File: src/rtl/logo_bounce_sequencer_if.sv
// Bundle between the frame timing source and the logo bounce sequencer.
// The master drives the frame strobe and motion controls; the slave returns the committed origin.
interface logo_bounce_sequencer_if;
  logic       frame_tick;
  logic       run;
  logic [1:0] speed;
  logic [9:0] org_x;
  logic [9:0] org_y;
  logic [1:0] palette;
  logic       corner_flash;
  logic       frame_done;
  logic       busy;

  modport master (
    output frame_tick, run, speed,
    input  org_x, org_y, palette, corner_flash, frame_done, busy
  );

  modport slave (
    input  frame_tick, run, speed,
    output org_x, org_y, palette, corner_flash, frame_done, busy
  );
endinterface

File: src/rtl/logo_bounce_sequencer.sv
// Frame-rate controller that bounces the logo origin and steps the palette on wall hits.
// New position is computed in shadow registers and committed once per frame during blanking.
module logo_bounce_sequencer #(
  parameter int unsigned H_ACTIVE     = 640,
  parameter int unsigned V_ACTIVE     = 480,
  parameter int unsigned BOX_W        = 240,
  parameter int unsigned BOX_H        = 240,
  parameter int unsigned X_INIT       = 200,
  parameter int unsigned Y_INIT       = 120,
  parameter int unsigned FRAME_DIV    = 1,
  parameter int unsigned FLASH_FRAMES = 8
) (
  input logic                     clk,
  input logic                     reset,
  logo_bounce_sequencer_if.slave  bus
);

  localparam int unsigned X_MAX  = H_ACTIVE - BOX_W;
  localparam int unsigned Y_MAX  = V_ACTIVE - BOX_H;
  localparam int unsigned DivW   = (FRAME_DIV > 1) ? $clog2(FRAME_DIV) : 1;
  localparam int unsigned FlashW = (FLASH_FRAMES > 0) ? $clog2(FLASH_FRAMES + 1) : 1;

  localparam logic [10:0]       XMax      = 11'(X_MAX);
  localparam logic [10:0]       YMax      = 11'(Y_MAX);
  localparam logic [9:0]        XInit     = 10'(X_INIT);
  localparam logic [9:0]        YInit     = 10'(Y_INIT);
  localparam logic [DivW-1:0]   DivLast   = DivW'(FRAME_DIV - 1);
  localparam logic [FlashW-1:0] FlashLoad = FlashW'(FLASH_FRAMES);

  typedef enum logic [1:0] {
    StIdle,
    StUpdX,
    StUpdY,
    StCommit
  } state_e;

  state_e            state_q, state_d;
  logic              tick_q, tick_d;
  logic [DivW-1:0]   div_q, div_d;
  logic              step_q, step_d;
  logic [9:0]        x_q, x_d;
  logic [9:0]        y_q, y_d;
  logic              dir_x_neg_q, dir_x_neg_d;
  logic              dir_y_neg_q, dir_y_neg_d;
  logic              hit_x_q, hit_x_d;
  logic              hit_y_q, hit_y_d;
  logic [9:0]        org_x_q, org_x_d;
  logic [9:0]        org_y_q, org_y_d;
  logic [1:0]        palette_q, palette_d;
  logic [FlashW-1:0] flash_q, flash_d;
  logic              done_q, done_d;
  logic [10:0]       step_size;

  // Returns {hit, dir_neg, pos}; clamps to the wall instead of wrapping.
  function automatic logic [11:0] bounce(input logic [9:0]  pos,
                                         input logic        neg,
                                         input logic [10:0] s,
                                         input logic [10:0] lim);
    logic [10:0] p;
    p = {1'b0, pos};
    if (!neg) begin
      if (p + s >= lim) bounce = {1'b1, 1'b1, lim[9:0]};
      else              bounce = {1'b0, 1'b0, 10'(p + s)};
    end else begin
      if (p <= s)       bounce = {1'b1, 1'b0, 10'd0};
      else              bounce = {1'b0, 1'b1, 10'(p - s)};
    end
  endfunction

  assign step_size = {9'd0, bus.speed} + 11'd1;

  always_comb begin
    state_d     = state_q;
    div_d       = div_q;
    step_d      = step_q;
    x_d         = x_q;
    y_d         = y_q;
    dir_x_neg_d = dir_x_neg_q;
    dir_y_neg_d = dir_y_neg_q;
    hit_x_d     = hit_x_q;
    hit_y_d     = hit_y_q;
    org_x_d     = org_x_q;
    org_y_d     = org_y_q;
    palette_d   = palette_q;
    flash_d     = flash_q;
    done_d      = 1'b0;
    // Strobe is registered once; anything arriving while a frame is pending or running is dropped.
    tick_d      = bus.frame_tick & (state_q == StIdle) & ~tick_q;

    unique case (state_q)
      StIdle: begin
        if (tick_q) state_d = StUpdX;
      end
      StUpdX: begin
        state_d = StUpdY;
        step_d  = bus.run && (div_q == DivLast);
        if (bus.run) begin
          div_d = (div_q == DivLast) ? '0 : div_q + DivW'(1);
        end
        if (step_d) begin
          {hit_x_d, dir_x_neg_d, x_d} = bounce(x_q, dir_x_neg_q, step_size, XMax);
        end
      end
      StUpdY: begin
        state_d = StCommit;
        if (step_q) begin
          {hit_y_d, dir_y_neg_d, y_d} = bounce(y_q, dir_y_neg_q, step_size, YMax);
        end
      end
      StCommit: begin
        state_d = StIdle;
        org_x_d = x_q;
        org_y_d = y_q;
        done_d  = 1'b1;
        if (hit_x_q || hit_y_q) palette_d = palette_q + 2'd1;
        if (hit_x_q && hit_y_q) begin
          flash_d = FlashLoad;
        end else if (flash_q != '0) begin
          flash_d = flash_q - FlashW'(1);
        end
        hit_x_d = 1'b0;
        hit_y_d = 1'b0;
        step_d  = 1'b0;
      end
      default: state_d = StIdle;
    endcase
  end

  always_ff @(posedge clk) begin
    if (reset) begin
      state_q     <= StIdle;
      tick_q      <= 1'b0;
      div_q       <= '0;
      step_q      <= 1'b0;
      x_q         <= XInit;
      y_q         <= YInit;
      dir_x_neg_q <= 1'b0;
      dir_y_neg_q <= 1'b0;
      hit_x_q     <= 1'b0;
      hit_y_q     <= 1'b0;
      org_x_q     <= XInit;
      org_y_q     <= YInit;
      palette_q   <= 2'd0;
      flash_q     <= '0;
      done_q      <= 1'b0;
    end else begin
      state_q     <= state_d;
      tick_q      <= tick_d;
      div_q       <= div_d;
      step_q      <= step_d;
      x_q         <= x_d;
      y_q         <= y_d;
      dir_x_neg_q <= dir_x_neg_d;
      dir_y_neg_q <= dir_y_neg_d;
      hit_x_q     <= hit_x_d;
      hit_y_q     <= hit_y_d;
      org_x_q     <= org_x_d;
      org_y_q     <= org_y_d;
      palette_q   <= palette_d;
      flash_q     <= flash_d;
      done_q      <= done_d;
    end
  end

  assign bus.org_x        = org_x_q;
  assign bus.org_y        = org_y_q;
  assign bus.palette      = palette_q;
  assign bus.corner_flash = (flash_q != '0);
  assign bus.frame_done   = done_q;
  assign bus.busy         = (state_q != StIdle);

endmodule
File: src/flat_wrapper.sv
// flat-port wrapper written by rule: the top's interface ports become plain ports
module logo_bounce_sequencer_flat 
#(
  parameter int unsigned H_ACTIVE     = 640,
  parameter int unsigned V_ACTIVE     = 480,
  parameter int unsigned BOX_W        = 240,
  parameter int unsigned BOX_H        = 240,
  parameter int unsigned X_INIT       = 200,
  parameter int unsigned Y_INIT       = 120,
  parameter int unsigned FRAME_DIV    = 1,
  parameter int unsigned FLASH_FRAMES = 8
)
  (clk, reset, bus_frame_tick, bus_run, bus_speed, bus_org_x, bus_org_y, bus_palette, bus_corner_flash, bus_frame_done, bus_busy);
  logo_bounce_sequencer_if bus_i ();
  input logic clk;
  input logic reset;
  input wire logic [$bits(bus_i.frame_tick)-1:0] bus_frame_tick;
  input wire logic [$bits(bus_i.run)-1:0] bus_run;
  input wire logic [$bits(bus_i.speed)-1:0] bus_speed;
  output wire logic [$bits(bus_i.org_x)-1:0] bus_org_x;
  output wire logic [$bits(bus_i.org_y)-1:0] bus_org_y;
  output wire logic [$bits(bus_i.palette)-1:0] bus_palette;
  output wire logic [$bits(bus_i.corner_flash)-1:0] bus_corner_flash;
  output wire logic [$bits(bus_i.frame_done)-1:0] bus_frame_done;
  output wire logic [$bits(bus_i.busy)-1:0] bus_busy;
  assign bus_i.frame_tick = bus_frame_tick;
  assign bus_i.run = bus_run;
  assign bus_i.speed = bus_speed;
  assign bus_org_x = bus_i.org_x;
  assign bus_org_y = bus_i.org_y;
  assign bus_palette = bus_i.palette;
  assign bus_corner_flash = bus_i.corner_flash;
  assign bus_frame_done = bus_i.frame_done;
  assign bus_busy = bus_i.busy;
  logo_bounce_sequencer #(.H_ACTIVE(H_ACTIVE), .V_ACTIVE(V_ACTIVE), .BOX_W(BOX_W), .BOX_H(BOX_H), .X_INIT(X_INIT), .Y_INIT(Y_INIT), .FRAME_DIV(FRAME_DIV), .FLASH_FRAMES(FLASH_FRAMES)) u_core (.clk(clk), .reset(reset), .bus(bus_i));
endmodule
File: config.mk
export PLATFORM = sky130hd
export DESIGN_NAME = logo_bounce_sequencer_flat
export DESIGN_NICKNAME = d
export VERILOG_FILES = /design/src/rtl/logo_bounce_sequencer_if.sv /design/src/rtl/logo_bounce_sequencer.sv /design/src/flat_wrapper.sv
export SDC_FILE = /design/constraint.sdc
export NUM_CORES = 1
export LEC_CHECK = 0
export ABC_AREA = 1
export BUFFER_PORTS_ARGS = -buffer_cell sky130_fd_sc_hd__buf_2
export CORE_MARGIN = 5
export CORE_UTILIZATION = 45
export CTS_CLUSTER_DIAMETER = 80
export CTS_CLUSTER_SIZE = 28
export DETAILED_ROUTE_END_ITERATION = 16
export GPL_TIMING_DRIVEN = 0
export MAX_ROUTING_LAYER = met4
export RECOVER_POWER = 25
export SYNTH_ARGS = -nofsm -noshare
export SYNTH_HDL_FRONTEND = slang
export SYNTH_SLANG_ARGS = --single-unit
File: constraint.sdc
create_clock -name clk -period 2.5 [get_ports clk]
set_input_delay 0.375 -clock clk [delete_from_list [all_inputs] [get_ports clk]]
set_output_delay 0.375 -clock clk [all_outputs]
set_load 0.02 [all_outputs]
==> results of run 1 <==
cell usage after synthesis, drive strengths merged (2+ instances only):
master	n
buf	2
o21a	2
nand4	11
o211ai	3
nand3b	2
inv	63
a211oi	3
clkbuf	9
a21oi	36
nand2	120
ha	21
fa	4
xor2	17
dfxtp	55
nor2	47
a22o	2
nor3	10
nand3	30
o21ai	30
layout make-up:
type	instances	area share, %
Multi-Input combinational cell	344	52.9
Sequential cell	55	30.0
Inverter	64	6.55
Timing Repair Buffer	30	3.48
Tap cell	99	3.38
Clock buffer	6	1.98
Buffer	11	1.26
Clock inverter	2	0.443
where the power goes:
| part | leakage (nW) | internal, mW | switching, mW |
|---|---|---|---|
| Combinational | 1.14 | 0.215 | 0.451 |
| Clock | 0.0418 | 0.202 | 0.307 |
| Sequential | 0.445 | 0.935 | 0.0566 |
worst max-delay path by stage:
stage | to | slack, ns | cells past startpoint
after global placement | u_core.x_q[6] | -0.40 | 15
after floorplan | u_core.x_q[1] | 0.18 | 12
after detailed placement | u_core.x_q[6] | -0.40 | 15
after global routing | u_core.y_q[5] | 0.003 | 14
after CTS | u_core.x_q[6] | 0.02 | 15
final | u_core.y_q[5] | 0.11 | 14
registers in the layout, summed over array words and instances, names as in the netlist, 2 cells and up:
name                flops
u_core.y_q             10
u_core.state_q          2
u_core.bus.org_y       10
u_core.bus.org_x       10
u_core.bus.palette      2
u_core.x_q             10
u_core.flash_q          4
worst min-delay path, cell delays in order:
cell	delay, ns
buf_2	0.10
nand2_1	0.05
nor2_1	0.03
metal layers:
metal | global-route usage (%) | wire (um) | vias up
li1 | - | - | 1600
met1 | 24.2 | 3900 | 1401
met2 | 34.9 | 4210 | 45
met3 | 2.76 | 203 | 9
met4 | 5.92 | 114 | 0
met5 | - | 0 | -
logic make-up after synthesis:
kind of cell | synth area share (%)
AOI/OAI and AO/OA | 13.2
xor gates and xnor gates | 4.51
adders and majority gates | 10.4
buffers and inverters | 8.68
DFF | 33.4
and+or+nand+nor | 29.9
metrics by stage:
| step | instance area, um^2 | power, mW | util [%] | hold WS [ns] |
|---|---|---|---|---|
| 2_1_floorplan | 3300 | 1.50 | - | 0.439 |
| 3_3_place_gp | 3570 | 1.66 | 49.5 | 0.436 |
| 3_5_place_dp | 3570 | 1.67 | 49.5 | 0.440 |
| 4_1_cts | 3670 | 2.19 | 50.8 | 0.266 |
| 5_1_grt | 3670 | 2.33 | 50.8 | 0.255 |
| 6_report | 3670 | 2.17 | 50.8 | 0.280 |
what timing repair did:
item / CTS / global route
endpoints found under the setup margin: 2 / 15
gates resized for setup: 1 / 5
pin swaps: 0 / 0
==> impl_metrics.env, run 1 <==
export IMPL_status="finished clean"
export IMPL_reg2reg_depth=13
export IMPL_synthFlopType="dfxtp_1"
export IMPL_leakage_nw=1.62
export IMPL_post_cts_buffers=0
export IMPL_whs_endpoint="u_core.tick_q"
export IMPL_htreeDepth=2
export IMPL_grt_max_degree=18
export IMPL_drt_iter0_drc=123
export IMPL_start_util_pct=45.8
export IMPL_cts_sinks=55
export IMPL_min_period_over_period_pct=95.4
export IMPL_ir_drop_mv=0.223
export IMPL_grt_ovfl_total=0
export IMPL_ys_seq_area_share_pct=33.4
export IMPL_core_area_mm2=0.00721
export IMPL_ant_nets=0
export IMPL_first_global_vias=2988
export IMPL_yosys_cell_types_count=35
export IMPL_multi_input_area_mm2=0.00194
export IMPL_endpoint_kind="flip-flop"
export IMPL_syn_nets=505
export IMPL_hold_buffers=0
export IMPL_grt_usage_pct=20.1
export IMPL_io_buffer_count=30
export IMPL_hold_viol=0
export IMPL_rrSetupSlack_ns=0.20
export IMPL_dr_pass1_iters=4
export IMPL_setup_viol=0
export IMPL_cp_start_kind="input port"
export IMPL_netlist_area_mm2=0.00330
export IMPL_period_needed_ns=2.39
export IMPL_cts_root_buf="clkbuf_8"
export IMPL_insertion_delay_ns=0.31
export IMPL_arrival_ns=2.59
export IMPL_maxCapViolations=0
export IMPL_r2r_start="u_core.y_q[0]"
export IMPL_powerDensity_mw_per_mm2=591
export IMPL_fin_ws_ns=0.114
export IMPL_drv_slew=0
export IMPL_drive_gt1_share_pct=8.98
export IMPL_min_from="bus_frame_tick"
export IMPL_cts_buffers=5
export IMPL_die_x_um=95.6
export IMPL_vias=3055
export IMPL_mostFrequentLayoutCell="nand2_1"
export IMPL_skew_ns=0.0110
export IMPL_synthArstFlopShare_pct=0
export IMPL_io_pins=31
export IMPL_cp_num_buf_inv=2
export IMPL_pre_cts_ws_ns=-0.400
export IMPL_worstHoldPathType="input port to flip-flop"
export IMPL_worstHoldPathCells=3
export IMPL_required_ns=2.71
export IMPL_cpPeakStageDelay_ns=0.47
export IMPL_grt_pass1_wl_um=14000
export IMPL_regArea_mm2=0.00110
export IMPL_netlist_area_leader_share_pct=33.4
export IMPL_dp_cells=603
export IMPL_cp_slowest_cell="fa_1"
export IMPL_syn_area_per_cell_um2=6.96
export IMPL_yosysTopAreaCell="dfxtp_1"
export IMPL_mostFrequentLayoutCells="nand2_1 (116), inv_1 (56), dfxtp_1 (55)"
export IMPL_instances_no_fill=611
export IMPL_areaGrowthSynthToFinish_pct=11.1
export IMPL_wl_per_cell_um=13.8
export IMPL_fill_cells=785
export IMPL_antenna_found_initial=0
export IMPL_synth_edff_count=0
export IMPL_clk_pin_slew_ns=0.10
export IMPL_clk_path_buf_depth=2
export IMPL_rows=31
export IMPL_synth_area_leaders="dfxtp_1 (33%), nand2_1 (13%), ha_1 (8.0%)"
export IMPL_criticalPathCategory="input port to flip-flop"
export IMPL_tritoncts="done"
export IMPL_drc=0
export IMPL_worst_slew_pin_transition_ns=0.630
export IMPL_fp_dieArea_mm2=0.00915
export IMPL_setup_worst_path_start="bus_speed[0]"
export IMPL_viasPerCell=5.00
export IMPL_r2r_end="u_core.y_q[5]"
export IMPL_ys_seq_elements=55
export IMPL_slew_headroom_pct=58.0
export IMPL_synth_warnings=0
export IMPL_netlist_instances=474
export IMPL_dp_hpwl_um=6450
export IMPL_cp_common_cell="nand2_1"
export IMPL_wirelength_um=8430
export IMPL_rsz0062_at_grt="false"
export IMPL_final_setup_tns_ns=0
export IMPL_nNetsFinal=542
export IMPL_fmax_mhz=419
export IMPL_crit_chain="buf_2 -> ha_2 -> inv_1 -> fa_1 -> o21ai_2 -> nand2_1 -> nor2_1 -> nand2_1 -> a21oi_4 -> nand2_1 -> nand2_1 -> nand3_1 -> nand2_1 -> nand2_1"
export IMPL_die_y_um=95.6
export IMPL_path_max_fanout=5
export IMPL_worst_path_dominant_cell_family="adder cells"
export IMPL_n_antenna_cell=0
export IMPL_place_congestion=0.946
No activity file was read; power rests on OpenSTA's default activity.
==> run 2: changes to the inputs <==
--- a/config.mk
+++ b/config.mk
@@ -7,6 +7,7 @@
 export LEC_CHECK = 0
 export ABC_AREA = 1
 export BUFFER_PORTS_ARGS = -buffer_cell sky130_fd_sc_hd__buf_2
+export CORE_ASPECT_RATIO = 0.6
 export CORE_MARGIN = 5
 export CORE_UTILIZATION = 45
 export CTS_CLUSTER_DIAMETER = 80
==> constraint.sdc (replaced) <==
create_clock -name clk -period 2.7 [get_ports clk]
set_input_delay 0.405 -clock clk [delete_from_list [all_inputs] [get_ports clk]]
set_output_delay 0.405 -clock clk [all_outputs]
set_load 0.02 [all_outputs]
==> run 2 against run 1 <==
- clock power up 27%
- die area up 0.61%
- first-iteration DRC count increased by 120%
- wire length rose by 5.3%
- setup slack improved by 0.098 ns
- register-to-register slack improved by 0.10 ns
- non-clock buffer count unchanged
- final cell count shrank 1.3%
- core utilization grew 0.57 points
- sequential power decreased by 7.3%
- clock skew fell by 0.0022 ns
- critical path type unchanged
- highest routed layer unchanged
==> impl_metrics.env, run 2 (synthesis gave the netlist of run 1 again) <==
export IMPL_n_antenna_cell=0
export IMPL_powerDensity_mw_per_mm2=592
export IMPL_setup_worst_path_start="bus_speed[0]"
export IMPL_use_met1_pct=32.8
export IMPL_worstHoldPathType="input port to flip-flop"
export IMPL_path_max_fanout=6
export IMPL_viasPerCell=5.20
export IMPL_worst_slew_pin_transition_ns=0.630
export IMPL_drv_slew=0
export IMPL_rsz0062_at_grt="false"
export IMPL_wl_per_cell_um=14.7
export IMPL_period_needed_ns=2.49
export IMPL_core_area_mm2=0.00721
export IMPL_min_period_over_period_pct=92.1
export IMPL_arrival_ns=2.73
export IMPL_dp_hpwl_um=7040
export IMPL_fp_dieArea_mm2=0.00920
export IMPL_start_util_pct=45.8
export IMPL_fin_ws_ns=0.213
export IMPL_dp_cells=595
export IMPL_dr_pass1_iters=5
export IMPL_antenna_found_initial=0
export IMPL_skew_ns=0.00885
export IMPL_mostFrequentLayoutCell="nand2_1"
export IMPL_grt_usage_pct=20.8
export IMPL_setup_viol=0
export IMPL_htreeDepth=2
export IMPL_insertion_delay_ns=0.30
export IMPL_io_buffer_count=30
export IMPL_r2r_start="u_core.x_q[0]"
export IMPL_drc=0
export IMPL_hold_buffers=0
export IMPL_final_area_mm2=0.00371
export IMPL_cts_sinks=55
export IMPL_rows=24
export IMPL_ant_nets=0
export IMPL_grt_pass1_wl_um=14800
export IMPL_areaGrowthSynthToFinish_pct=12.3
export IMPL_fmax_mhz=402
export IMPL_instances_no_fill=603
export IMPL_cp_start_kind="input port"
export IMPL_hold_viol=0
export IMPL_ir_drop_mv=0.282
export IMPL_place_congestion=0.959
export IMPL_wirelength_um=8880
export IMPL_cts_root_buf="clkbuf_16"
export IMPL_slew_headroom_pct=58.0
export IMPL_mostFrequentLayoutCells="nand2_1 (116), inv_1 (56), dfxtp_1 (55)"
export IMPL_endpoint_kind="flip-flop"
export IMPL_use_met2_pct=26.6
export IMPL_total_power_mw=2.19
export IMPL_cts_buffers=5
export IMPL_maxCapViolations=0
export IMPL_cts_resized=0
export IMPL_met3_usage_pct=4.38
export IMPL_min_from="bus_frame_tick"
export IMPL_die_x_um=121
export IMPL_drive_gt1_share_pct=8.59
export IMPL_place_area_mm2=0.00356
export IMPL_criticalPathCategory="input port to flip-flop"
export IMPL_io_pins=31
export IMPL_pre_cts_ws_ns=-0.209
export IMPL_vias=3134
export IMPL_clk_pin_slew_ns=0.07
export IMPL_drt_iter0_drc=272
export IMPL_required_ns=2.95
export IMPL_utilization_pct=51.4
export IMPL_tritoncts="done"
export IMPL_first_global_vias=2891
export IMPL_nNetsFinal=542
export IMPL_clk_path_buf_depth=2
export IMPL_status="finished clean"
export IMPL_post_cts_buffers=0
export IMPL_grt_max_degree=18
export IMPL_die_y_um=76.3
export IMPL_leakage_nw=1.65
export IMPL_grt_ovfl_total=0
export IMPL_grt_busiest_layer="met1"
run 2: cell type report:
| type | count | area, um^2 |
|---|---|---|
| tap | 91 | 114 |
| clock inverter | 2 | 17.5 |
| multi-input combinational | 344 | 1930 |
| inverter | 64 | 240 |
| fill | 759 | 3500 |
| sequential | 55 | 1100 |
| buffer | 11 | 46.3 |
| timing repair buffer | 30 | 125 |
| clock buffer | 6 | 129 |
run 2: worst paths after layout:
kind                         end  slack (ns)  cells past startpoint
max                u_core.x_q[6]        0.21                     15
max reg2reg        u_core.x_q[6]        0.30                     14
min                u_core.tick_q        0.33                      3
min reg2reg  u_core.bus.org_y[1]        0.46                      2
run 2: where the power goes:
| part | internal (mW) | switching [mW] | leakage, nW |
|---|---|---|---|
| logic | 0.197 | 0.432 | 1.13 |
| registers | 0.866 | 0.0540 | 0.445 |
| clock network | 0.348 | 0.298 | 0.0710 |
| total | 1.41 | 0.783 | 1.65 |
run 2: worst max-delay path: stages:
cell and delay [ns]:
buf_2 0.12, ha_2 0.38, inv_1 0.13, fa_1 0.48
o21ai_2 0.26, nand2_1 0.08, nand2_1 0.06, nand2_1 0.07
nor2_1 0.09, nand2_1 0.07, nand2_2 0.09, nand3_2 0.17
o21ai_1 0.19, nand2_1 0.07, nand2_1 0.06
run 2: routing by layer:
metal,up-vias,wire length (um)
met2,100,3290
met5,-,0
met4,0,65
li1,1599,-
met3,7,717
met1,1428,4810
run 2: stage by stage:
stage / setup TNS (ns) / hold slack (ns)
after floorplan: 0 / 0.439
after global placement: -2.29 / 0.437
after detailed placement: -2.20 / 0.444
after CTS: 0 / 0.322
after global routing: 0 / 0.322
final: 0 / 0.328
==> run 3: changes to the inputs <==
--- a/config.mk
+++ b/config.mk
@@ -5,7 +5,6 @@
 export SDC_FILE = /design/constraint.sdc
 export NUM_CORES = 1
 export LEC_CHECK = 0
-export ABC_AREA = 1
 export BUFFER_PORTS_ARGS = -buffer_cell sky130_fd_sc_hd__buf_2
 export CORE_ASPECT_RATIO = 0.6
 export CORE_MARGIN = 5
==> run 3 against run 2 <==
- first-iteration DRC count rose by 19%
- setup slack got worse by 0.16 ns
- area after synthesis rose by 7.5%
- fmax fell by 5.9%
- design area rose by 11%
- register-to-register slack got worse by 0.10 ns
- hold slack improved by 0.037 ns
- sequential power rose by 2%
- die area rose by 6.7%
==> impl_metrics.env, run 3 <==
export IMPL_clk_path_buf_depth=2
export IMPL_period_needed_ns=2.64
export IMPL_synth_warnings=0
export IMPL_rrSetupSlack_ns=0.20
export IMPL_wirelength_um=10400
export IMPL_drc=0
export IMPL_insertion_delay_ns=0.29
export IMPL_reg2reg_depth=8
export IMPL_ys_seq_area_share_pct=31.0
export IMPL_io_buffer_count=29
export IMPL_setup_worst_path_start="bus_speed[0]"
export IMPL_drive_gt1_share_pct=12.2
export IMPL_utilization_pct=52.7
export IMPL_cp_start_kind="input port"
export IMPL_yosys_cell_types_count=68
export IMPL_whs_ns=0.365
export IMPL_cts_root_buf="clkbuf_16"
export IMPL_mostFrequentLayoutCell="dfxtp_1"
export IMPL_ir_drop_mv=0.457
export IMPL_synth_commonest_cells="nor2_1 (56), dfxtp_1 (55), a21oi_1 (24), inv_1 (24), ha_1 (21)"
export IMPL_fmax_mhz=378
export IMPL_synth_area_leaders="dfxtp_1 (31%), ha_1 (7.4%), nor2_1 (5.9%)"
export IMPL_synthFlopType="dfxtp_1"
export IMPL_tritoncts="done"
export IMPL_path_max_fanout=7
export IMPL_first_global_vias=3052
export IMPL_grt_usage_pct=22.0
export IMPL_cts_sinks=55
export IMPL_die_y_um=78.8
export IMPL_drt_iter0_drc=324
export IMPL_status="finished clean"
export IMPL_synth_edff_count=0
export IMPL_areaGrowthSynthToFinish_pct=15.7
export IMPL_r2r_start="u_core.x_q[0]"
export IMPL_cts_buffers=5
export IMPL_netlist_instances=425
export IMPL_synthArstFlopShare_pct=0
export IMPL_multi_input_area_mm2=0.00233
export IMPL_r2r_end="u_core.x_q[0]"
export IMPL_wl_met3_um=828
export IMPL_dr_wl_met2_um=3870
export IMPL_syn_nets=456
export IMPL_fill_cells=751
export IMPL_ant_nets=0
export IMPL_grt_pass1_wl_um=16800
export IMPL_ys_seq_elements=55
export IMPL_worst_slew_pin_transition_ns=0.856
export IMPL_die_x_um=125
export IMPL_syn_area_per_cell_um2=8.35
export IMPL_leakage_nw=1.52
export IMPL_highest_layer="met4"
export IMPL_worstHoldPathType="input port to flip-flop"
export IMPL_fp_dieArea_mm2=0.00982
export IMPL_place_congestion=0.937
export IMPL_crit_end="u_core.x_q[0]"
export IMPL_required_ns=2.88
export IMPL_rows=25
export IMPL_grt_ovfl_total=0
export IMPL_netlist_area_mm2=0.00355
export IMPL_start_util_pct=45.5
export IMPL_mostFrequentLayoutCells="dfxtp_1 (55), nor2_1 (54), clkbuf_1 (36)"
export IMPL_maxCapViolations=0
export IMPL_yosysTopAreaCell="dfxtp_1"
export IMPL_powerDensity_mw_per_mm2=587
export IMPL_viasPerCell=5.83
export IMPL_nNetsFinal=499
export IMPL_htreeDepth=2
export IMPL_dr_pass1_iters=5
export IMPL_hold_viol=0
export IMPL_criticalPathCategory="input port to flip-flop"
export IMPL_regArea_mm2=0.00110
export IMPL_core_area_mm2=0.00779
export IMPL_wl_per_cell_um=18.1
export IMPL_io_pins=31
export IMPL_min_period_over_period_pct=97.9
export IMPL_wl_met1_um=5700
export IMPL_setup_viol=0
export IMPL_slew_headroom_pct=43.0
export IMPL_antenna_found_initial=0
export IMPL_drv_slew=0
export IMPL_netlist_area_leader_share_pct=31.0
export IMPL_arrival_ns=2.83
export IMPL_n_antenna_cell=0
export IMPL_vias=3363
export IMPL_skew_ns=0.00317
export IMPL_dp_hpwl_um=7750
export IMPL_grt_max_degree=17
export IMPL_synth_most_common_cell="nor2_1"
export IMPL_endpoint_kind="flip-flop"
export IMPL_clk_pin_slew_ns=0.07
-- run 3: cell types whose count changed in the layout (fill, tap and decap cells not counted), moves of 10 or more --
| cell | change |
|---|---|
| a21oi_1 | -12 |
| and2_1 | +13 |
| inv_1 | -32 |
| mux2i_1 | +16 |
| nand2_1 | -101 |
| nand3_1 | -20 |
| o21ai_0 | -11 |
| xor2_1 | -10 |
-- run 3: logic make-up (layout without fill, tap and decap cells) --
group                    count (synthesis)  after routing  share of synthesized area (%)
buffers and inverters                   53             97                           6.28
XOR/XNOR                                14             14                           3.46
AO/OA/AOI/OAI                          120            120                           24.4
AND/OR/NAND/NOR                        141            141                           20.3
multiplexers                            17             17                           4.83
flip-flops                              55             55                           31.0
adder cells (fa/ha/maj)                 25             25                           9.66
-- run 3: area by class of cell --
| type | count | area share (%) |
|---|---|---|
| buffer | 28 | 3.20 |
| clock buffer | 6 | 3.14 |
| clock inverter | 2 | 0.305 |
| inverter | 25 | 2.29 |
| multi-input combinational | 317 | 56.7 |
| sequential | 55 | 26.8 |
| tap | 108 | 3.29 |
| timing repair buffer | 36 | 4.24 |
-- run 3: routing by layer --
metal  up-vias  track usage [%]
li1       1613                -
met3         4             5.04
met2       134             27.4
met4         0             3.39
met5         -                -
met1      1612             35.2
-- run 3: report_power, final --
| group | switching [mW] | leakage (nW) | internal (mW) | total, mW |
|---|---|---|---|---|
| combinational | 0.513 | 1.00 | 0.300 | 0.814 |
| sequential | 0.0635 | 0.445 | 0.876 | 0.940 |
| clock | 0.314 | 0.0669 | 0.344 | 0.658 |
| total | 0.891 | 1.52 | 1.52 | 2.41 |
-- run 3: timing repair --
action                     4_1_cts  5_1_grt
hold buffers                     0        0
pin swaps                        2        4
buffers inserted                 2        5
resized for setup               12       10
setup endpoints to repair       14       13
-- run 3: worst min path at each step --
stage          depth (start not counted)                start  slack, ns                  end
6_report                               2       bus_frame_tick       0.37        u_core.tick_q
5_1_grt                                2       bus_frame_tick       0.36        u_core.tick_q
4_1_cts                                2       bus_frame_tick       0.36        u_core.tick_q
3_5_place_dp                           1  u_core.bus.org_x[3]       0.45  u_core.bus.org_x[3]
3_3_place_gp                           1  u_core.bus.org_x[7]       0.45  u_core.bus.org_x[7]
2_1_floorplan                          2        u_core.y_q[9]       0.46        u_core.y_q[9]
-- run 3: critical path: stages --
cell and delay (ns):
buf_2 0.12, ha_2 0.33, ha_1 0.35, a21o_1 0.26, a21o_1 0.28, and4_1 0.23, nor2_2 0.36, nor3_4 0.13
a221o_1 0.34
-- run 3: stage by stage --
stage	setup slack, ns	setup TNS [ns]	cells	total power, mW	area, um^2
floorplan	0.0199	0	425	1.49	3550
global placement	-0.853	-9.26	562	1.69	3830
detailed placement	-0.871	-9.26	562	1.70	3830
CTS	0.0241	0	572	2.38	4050
global route	-0.0100	-0.0100	577	2.56	4110
finish	0.0560	0	577	2.41	4110
